### src/rtl/config_pkg.sv
// Shared widths, operation codes and FSM states for the vector load/store burst unit.
package config_pkg;

   localparam int CFG_DATA_W     = 16;
   localparam int CFG_LANES      = 4;
   localparam int CFG_VLEN       = 64;
   localparam int CFG_DI_W       = 6;
   localparam int CFG_DDR_ADDR_W = 32;
   localparam int CFG_STRIDE_W   = 16;

   typedef enum logic [1:0] {
      LS_NOP   = 2'd0,
      LS_LOAD  = 2'd1,
      LS_STORE = 2'd2
   } load_store_op_e;

   typedef enum logic [2:0] {
      IDLE      = 3'd0,
      LD_REQ    = 3'd1,
      LD_WAIT   = 3'd2,
      LD_UNPACK = 3'd3,
      ST_GATHER = 3'd4,
      ST_WRITE  = 3'd5,
      DONE      = 3'd6
   } vls_state_e;

   typedef logic [CFG_DATA_W-1:0]           fixed_point_t;
   typedef logic [CFG_DDR_ADDR_W-1:0]       ddr_address_t;
   typedef logic [CFG_LANES*CFG_DATA_W-1:0] ddr_data_t;

endpackage

### src/rtl/vls_beat_buffer.sv
// One DDR word of lanes: loaded whole and read lane-by-lane for loads,
// cleared then filled lane-by-lane for stores.
module vls_beat_buffer #(
   parameter int DATA_W = 16,
   parameter int LANES  = 4,
   parameter int LANE_W = 2
) (
   input  logic                    clk_i,
   input  logic                    rst_ni,
   input  logic                    load_i,
   input  logic [LANES*DATA_W-1:0] load_data_i,
   input  logic                    clr_i,
   input  logic                    wr_i,
   input  logic [LANE_W-1:0]       wr_lane_i,
   input  logic [DATA_W-1:0]       wr_data_i,
   input  logic [LANE_W-1:0]       rd_lane_i,
   output logic [DATA_W-1:0]       rd_data_o,
   output logic [LANES*DATA_W-1:0] word_o
);

   logic [LANES-1:0][DATA_W-1:0] buf_q, buf_d;

   always_comb begin
      buf_d = buf_q;
      if (clr_i) begin
         buf_d = '0;
      end else if (load_i) begin
         buf_d = load_data_i;
      end else if (wr_i) begin
         buf_d[wr_lane_i] = wr_data_i;
      end
   end

   always_ff @(posedge clk_i or negedge rst_ni) begin
      if (!rst_ni) buf_q <= '0;
      else         buf_q <= buf_d;
   end

   assign rd_data_o = buf_q[rd_lane_i];
   assign word_o    = buf_q;

endmodule

### src/rtl/vector_load_store_burst.sv
// Vector load/store unit: moves up to VLEN elements between the vector memory and DDR,
// LANES elements per strided DDR beat, with a partial final beat.
module vector_load_store_burst
   import config_pkg::*;
#(
   parameter int DATA_W     = CFG_DATA_W,
   parameter int LANES      = CFG_LANES,
   parameter int VLEN       = CFG_VLEN,
   parameter int DI_W       = CFG_DI_W,
   parameter int DDR_ADDR_W = CFG_DDR_ADDR_W,
   parameter int STRIDE_W   = CFG_STRIDE_W
) (
   input  logic                    clk_i,
   input  logic                    rst_ni,
   input  logic [1:0]              op_i,
   input  logic [DDR_ADDR_W-1:0]   base_addr_i,
   input  logic [STRIDE_W-1:0]     stride_i,
   input  logic [DI_W:0]           len_i,
   input  logic                    in_valid_i,
   output logic                    in_ready_o,
   output logic                    done_o,
   output logic [DI_W-1:0]         vec_addr_o,
   input  logic [DATA_W-1:0]       vec_r_data_i,
   output logic [DATA_W-1:0]       vec_w_data_o,
   output logic                    vec_w_en_o,
   output logic [DDR_ADDR_W-1:0]   ddr_address_o,
   output logic                    ddr_r_en_o,
   input  logic [LANES*DATA_W-1:0] ddr_r_data_i,
   input  logic                    ddr_r_valid_i,
   output logic                    ddr_w_en_o,
   output logic [LANES*DATA_W-1:0] ddr_w_data_o,
   input  logic                    ddr_w_done_i,
   output vls_state_e              state_o
);

   // Issue handshake: a request is taken on in_valid_i && in_ready_o; in_ready_o is
   // high only in IDLE, so at most one operation is in flight.
   localparam int LANE_W = (LANES > 1) ? $clog2(LANES) : 1;
   localparam int LCNT_W = LANE_W + 1;
   localparam int LEN_W  = DI_W + 1;
   localparam logic [LCNT_W-1:0] LANES_C = LCNT_W'(LANES);
   localparam logic [LEN_W-1:0]  VLEN_C  = LEN_W'(VLEN);

   vls_state_e              state_q, state_d;
   logic [DDR_ADDR_W-1:0]   addr_q, addr_d, addr_step;
   logic [STRIDE_W-1:0]     stride_q, stride_d;
   logic [LEN_W-1:0]        len_q, len_d, len_clamped;
   logic [LEN_W-1:0]        elem_q, elem_d, elem_nxt;
   logic [LCNT_W-1:0]       lane_q, lane_d, lane_nxt;
   logic                    pend_q, pend_d;
   logic [LANE_W-1:0]       pend_lane_q, pend_lane_d;
   logic                    buf_load, buf_clr, buf_wr;
   logic [DATA_W-1:0]       buf_rd_data;
   logic [LANES*DATA_W-1:0] buf_word;
   logic [DI_W-1:0]         vec_addr;
   logic                    vec_w_en;

   assign len_clamped = (len_i > VLEN_C) ? VLEN_C : len_i;
   assign elem_nxt    = elem_q + LEN_W'(1);
   assign lane_nxt    = lane_q + LCNT_W'(1);
   assign addr_step   = addr_q + DDR_ADDR_W'(stride_q);

   always_comb begin
      state_d     = state_q;
      addr_d      = addr_q;
      stride_d    = stride_q;
      len_d       = len_q;
      elem_d      = elem_q;
      lane_d      = lane_q;
      pend_d      = pend_q;
      pend_lane_d = pend_lane_q;
      buf_load    = 1'b0;
      buf_clr     = 1'b0;
      buf_wr      = 1'b0;
      vec_addr    = '0;
      vec_w_en    = 1'b0;
      case (state_q)
         IDLE: begin
            if (in_valid_i) begin
               addr_d   = base_addr_i;
               stride_d = stride_i;
               len_d    = len_clamped;
               elem_d   = '0;
               lane_d   = '0;
               pend_d   = 1'b0;
               if (len_clamped != '0 && op_i == LS_LOAD) begin
                  state_d = LD_REQ;
               end else if (len_clamped != '0 && op_i == LS_STORE) begin
                  buf_clr = 1'b1;
                  state_d = ST_GATHER;
               end else begin
                  state_d = DONE;
               end
            end
         end
         LD_REQ: state_d = LD_WAIT;
         LD_WAIT: begin
            if (ddr_r_valid_i) begin
               buf_load = 1'b1;
               state_d  = LD_UNPACK;
            end
         end
         LD_UNPACK: begin
            vec_w_en = 1'b1;
            vec_addr = elem_q[DI_W-1:0];
            elem_d   = elem_nxt;
            lane_d   = lane_nxt;
            if (elem_nxt == len_q) begin
               state_d = DONE;
            end else if (lane_nxt == LANES_C) begin
               lane_d  = '0;
               addr_d  = addr_step;
               state_d = LD_REQ;
            end
         end
         ST_GATHER: begin
            // Read data for the index issued last cycle lands in its lane this cycle.
            buf_wr = pend_q;
            pend_d = 1'b0;
            if (lane_q != LANES_C && elem_q != len_q) begin
               vec_addr    = elem_q[DI_W-1:0];
               elem_d      = elem_nxt;
               lane_d      = lane_nxt;
               pend_d      = 1'b1;
               pend_lane_d = lane_q[LANE_W-1:0];
            end else begin
               state_d = ST_WRITE;
            end
         end
         ST_WRITE: begin
            if (ddr_w_done_i) begin
               if (elem_q == len_q) begin
                  state_d = DONE;
               end else begin
                  addr_d  = addr_step;
                  lane_d  = '0;
                  buf_clr = 1'b1;
                  state_d = ST_GATHER;
               end
            end
         end
         DONE:    state_d = IDLE;
         default: state_d = IDLE;
      endcase
   end

   always_ff @(posedge clk_i or negedge rst_ni) begin
      if (!rst_ni) begin
         state_q     <= IDLE;
         addr_q      <= '0;
         stride_q    <= '0;
         len_q       <= '0;
         elem_q      <= '0;
         lane_q      <= '0;
         pend_q      <= 1'b0;
         pend_lane_q <= '0;
      end else begin
         state_q     <= state_d;
         addr_q      <= addr_d;
         stride_q    <= stride_d;
         len_q       <= len_d;
         elem_q      <= elem_d;
         lane_q      <= lane_d;
         pend_q      <= pend_d;
         pend_lane_q <= pend_lane_d;
      end
   end

   vls_beat_buffer #(
      .DATA_W (DATA_W),
      .LANES  (LANES),
      .LANE_W (LANE_W)
   ) u_beat_buffer (
      .clk_i       (clk_i),
      .rst_ni      (rst_ni),
      .load_i      (buf_load),
      .load_data_i (ddr_r_data_i),
      .clr_i       (buf_clr),
      .wr_i        (buf_wr),
      .wr_lane_i   (pend_lane_q),
      .wr_data_i   (vec_r_data_i),
      .rd_lane_i   (lane_q[LANE_W-1:0]),
      .rd_data_o   (buf_rd_data),
      .word_o      (buf_word)
   );

   assign in_ready_o    = (state_q == IDLE);
   assign done_o        = (state_q == DONE);
   assign ddr_r_en_o    = (state_q == LD_REQ);
   assign ddr_w_en_o    = (state_q == ST_WRITE);
   assign ddr_address_o = (ddr_r_en_o || ddr_w_en_o) ? addr_q : '0;
   assign ddr_w_data_o  = ddr_w_en_o ? buf_word : '0;
   assign vec_addr_o    = vec_addr;
   assign vec_w_en_o    = vec_w_en;
   assign vec_w_data_o  = vec_w_en ? buf_rd_data : '0;
   assign state_o       = state_q;

endmodule

### config.mk
export PLATFORM = sky130hd
export DESIGN_NAME = vector_load_store_burst
export DESIGN_NICKNAME = d
export VERILOG_FILES = /design/src/rtl/config_pkg.sv /design/src/rtl/vls_beat_buffer.sv /design/src/rtl/vector_load_store_burst.sv
export SDC_FILE = /design/constraint.sdc
export NUM_CORES = 1
export LEC_CHECK = 0
export CAP_MARGIN = 20
export CORE_UTILIZATION = 43
export CTS_CLUSTER_DIAMETER = 40
export DETAILED_ROUTE_END_ITERATION = 6
export GPL_TIMING_DRIVEN = 0
export PLACE_DENSITY_LB_ADDON = 0.15
export SKIP_LAST_GASP = 1
export SYNTH_ARGS = -nofsm -noshare
export SYNTH_HDL_FRONTEND = slang
export SYNTH_HIERARCHICAL = 1
export SYNTH_SLANG_ARGS = --single-unit
### constraint.sdc
create_clock -name clk_i -period 2.4 [get_ports clk_i]
set_input_delay 0.72 -clock clk_i [delete_from_list [all_inputs] [get_ports clk_i]]
set_output_delay 0.72 -clock clk_i [all_outputs]
set_load 0.1 [all_outputs]
==> flow_summary.ini <==
[cts]
cts_root_buffer = clkbuf_16
insertion_delay_ns = 0.43
cts_made_buffers = 17
clockBufferDepth = 2
htree_num_levels = 4
postCtsHoldBufs = 0
clkSlewWorstSetupHoldPaths_ns = 0.06
cts_sinks = 135
cts_tree = yes

[worst_setup_path]
endpoint_kind = primary output
crit_type = register to primary output
critPathLaunchType = register
reg2reg_from = state_o[1]$_DFFE_PN0P_
cp.required_ns = 1.68
critPathMaxFanout = 9
ff2ff_path_depth = 13
r2r-end = u_beat_buffer/word_o[58]$_DFFE_PN0P_
critPathArrivalTime_ns = 2.22
ff2ff_setup_slack_ns = -0.32

[placement]
dp_hpwl_um = 22550
gp_congestion = 0.8852
port_buffers = 267
pre_cts_ws_ns = -1.417
place_area_um2 = 12380

[sta]
worst_slew_margin_rel = 0.3593
slew_viol_final = 0
rsz0062_at_grt = yes
hold_viol = 0
skew_ns = 0.01036
period_needed_ns = 2.941
setup_ws_ns = -0.5411
setup_viol = 219
max_clock_freq_mhz = 340.0
finalCritPeriodShare = 1.225
tightest_slew_ns = 0.9594

[finish]
syn2layout_area_growth_pct = 81.42
num_antenna_cells = 0
fin_nets = 1465
design_area_um2 = 16000
drive_gt1_frac = 0.4175

[yosys]
synth.distinct_cells = 79
synth_area_per_cell_um2 = 9.471
yosysMostFrequentCell = dfrtp_1
synth_flop_cell = dfrtp_1
synth-edff-count = 0
seq_area_frac_synth = 0.3831
yosysWarnings = 6
synthCells = 931
yosys.area.top_type = dfrtp_1
yosysTopAreaCellShare = 0.3831
syn_nets = 1094
ys_seq_elements = 135
netlist_area_um2 = 8817
ys_async_sr_fraction = 1.000
synth_area_leaders = dfrtp_1 (38%), and2_1 (8.4%), a221o_1 (7.3%)
synthTopCellsByCount = dfrtp_1 (135), and2_1 (118), nor2_1 (102), nand2_1 (74), a221o_1 (64)

[die]
core-area_um2 = 20170
initial_utilization = 0.4372
die_w_um = 145.2
die_area_um2 = 21080
die_h_um = 145.2
rows = 52
num_io_pins = 268

[worst_hold_path]
hp-class = input pin to asynchronous set/reset pin

[power]
p_leak_nw = 6.645
ir_worst_vdd_mv = 1.110
power_density_nw_per_um2 = 1426
power_mw = 22.82

[route]
wl_per_cell_um = 23.73
dr_total_vias = 9790
wl_um = 37620
drt_iter0_drc = 959
post-route-drc-count = 0
first_pass_iters = 7
via_per_inst = 6.177
drtAntennaViolNets = 0

[grt]
grt_pass1_wl_um = 51010
grt.total_usage = 0.3153
antenna_found_initial = 0
grt_overflow = 0
grt_pass1_vias = 9040
grt_max_degree = 73

[flow_run]
cap_violations = 0

[run_status]
violations = setup timing
status = complete, but fails checks
==> how the worst max path moves through the flow <==
stage	startpoint	endpoint	slack [ns]
global route	elem_q[0]$_DFFE_PN0P_	vec_addr_o[3]	-0.59
CTS	len_q[4]$_DFFE_PN0P_	vec_addr_o[1]	-0.51
finish	elem_q[0]$_DFFE_PN0P_	vec_addr_o[1]	-0.54
detailed placement	state_o[0]$_DFFE_PN0P_	ddr_address_o[16]	-1.42
floorplan	state_o[1]$_DFFE_PN0P_	u_beat_buffer/word_o[44]$_DFFE_PN0P_	-0.84
global placement	rst_ni	state_o[2]$_DFFE_PN0P_	-6.03
==> layout make-up <==
| class | instances | area, µm² |
|---|---|---|
| multi-input combinational | 712 | 5928 |
| timing repair buffer | 357 | 4916 |
| fill | 1190 | 4173 |
| sequential | 135 | 3393 |
| buffer | 62 | 721.9 |
| clock buffer | 18 | 429.2 |
| tap | 270 | 337.8 |
| clock inverter | 14 | 198.9 |
| inverter | 17 | 71.32 |
==> critical path, cell delays in order, from the launching register on <==
cell     delay (ns)
dfrtp_2        0.45
xor2_2         0.20
nor4_2         0.38
a221o_1        0.24
buf_6          0.13
nand2_8        0.07
and2_4         0.17
buf_12         0.16
==> registers in the layout, indices dropped and copies added (netlist names) <==
| register | count |
|---|---|
| addr_q | 32 |
| elem_q | 7 |
| lane_q | 3 |
| len_q | 7 |
| pend_lane_q | 2 |
| pend_q | 1 |
| state_o | 3 |
| stride_q | 16 |
| u_beat_buffer/word_o | 64 |
==> cells in the final DEF, fill, tap and decap left out, drive strengths merged, types with 15 or more instances in the layout <==
master,instances
clkdlybuf4s50,139
and2,118
o21ai,44
buf,250
nand2,74
nor3,20
nand4bb,16
ha,20
a31oi,20
mux2,17
xor2,15
mux4,16
a221o,64
dfrtp,135
nand3,19
a21oi,35
inv,20
clkbuf,46
nor2,102
==> through the flow <==
stage	hold WS, ns	std cells	TNS [ns]	utilization
after floorplan	0.4244	931	-68.09	-
after global placement	0.4792	1468	-890.86	0.6121
after detailed placement	0.4926	1470	-198.78	0.6139
after CTS	0.3170	1526	-72.77	0.7065
after global routing	0.3307	1585	-74.64	0.7931
final	0.2831	1585	-61.04	0.7931
==> where the power goes <==
group	total (mW)	internal [mW]	switching (mW)
Combinational	15.6	6.86	8.73
Clock	2.85	1.75	1.10
Sequential	4.38	3.29	1.09
Total	22.8	11.9	10.9
==> what timing repair did <==
| item | in CTS | in global routing |
|---|---|---|
| gates cloned | 2 | 9 |
| gates resized for setup | 981 | 376 |
| setup endpoints to repair | 222 | 227 |
| pin swaps | 14 | 45 |
| buffers inserted | 22 | 56 |
==> per-layer routing <==
metal | vias up | share of wire | routed length [µm] | GRT usage
met1 | 4756 | 0.39 | 14750 | 0.4155
met3 | 156 | 0.087 | 3267 | 0.06478
li1 | 4195 | - | - | -
met5 | - | 0 | 0 | 0
met4 | 0 | 0.050 | 1871 | 0.1337
met2 | 683 | 0.47 | 17730 | 0.5034
==> cell families (layout without fill, tap and decap cells) <==
logic type                 Yosys count  count (layout)  synth area share
adders and majority gates           21              21           0.03065
muxes                               33              33           0.06258
buffers and inverters               84             468           0.04810
and+or+nand+nor                    403             403            0.2429
xor gates and xnor gates            22              22           0.02341
DFF                                135             135            0.3831
AOI/OAI and AO/OA                  233             233            0.2092
No activity file was read; power rests on OpenSTA's default activity.
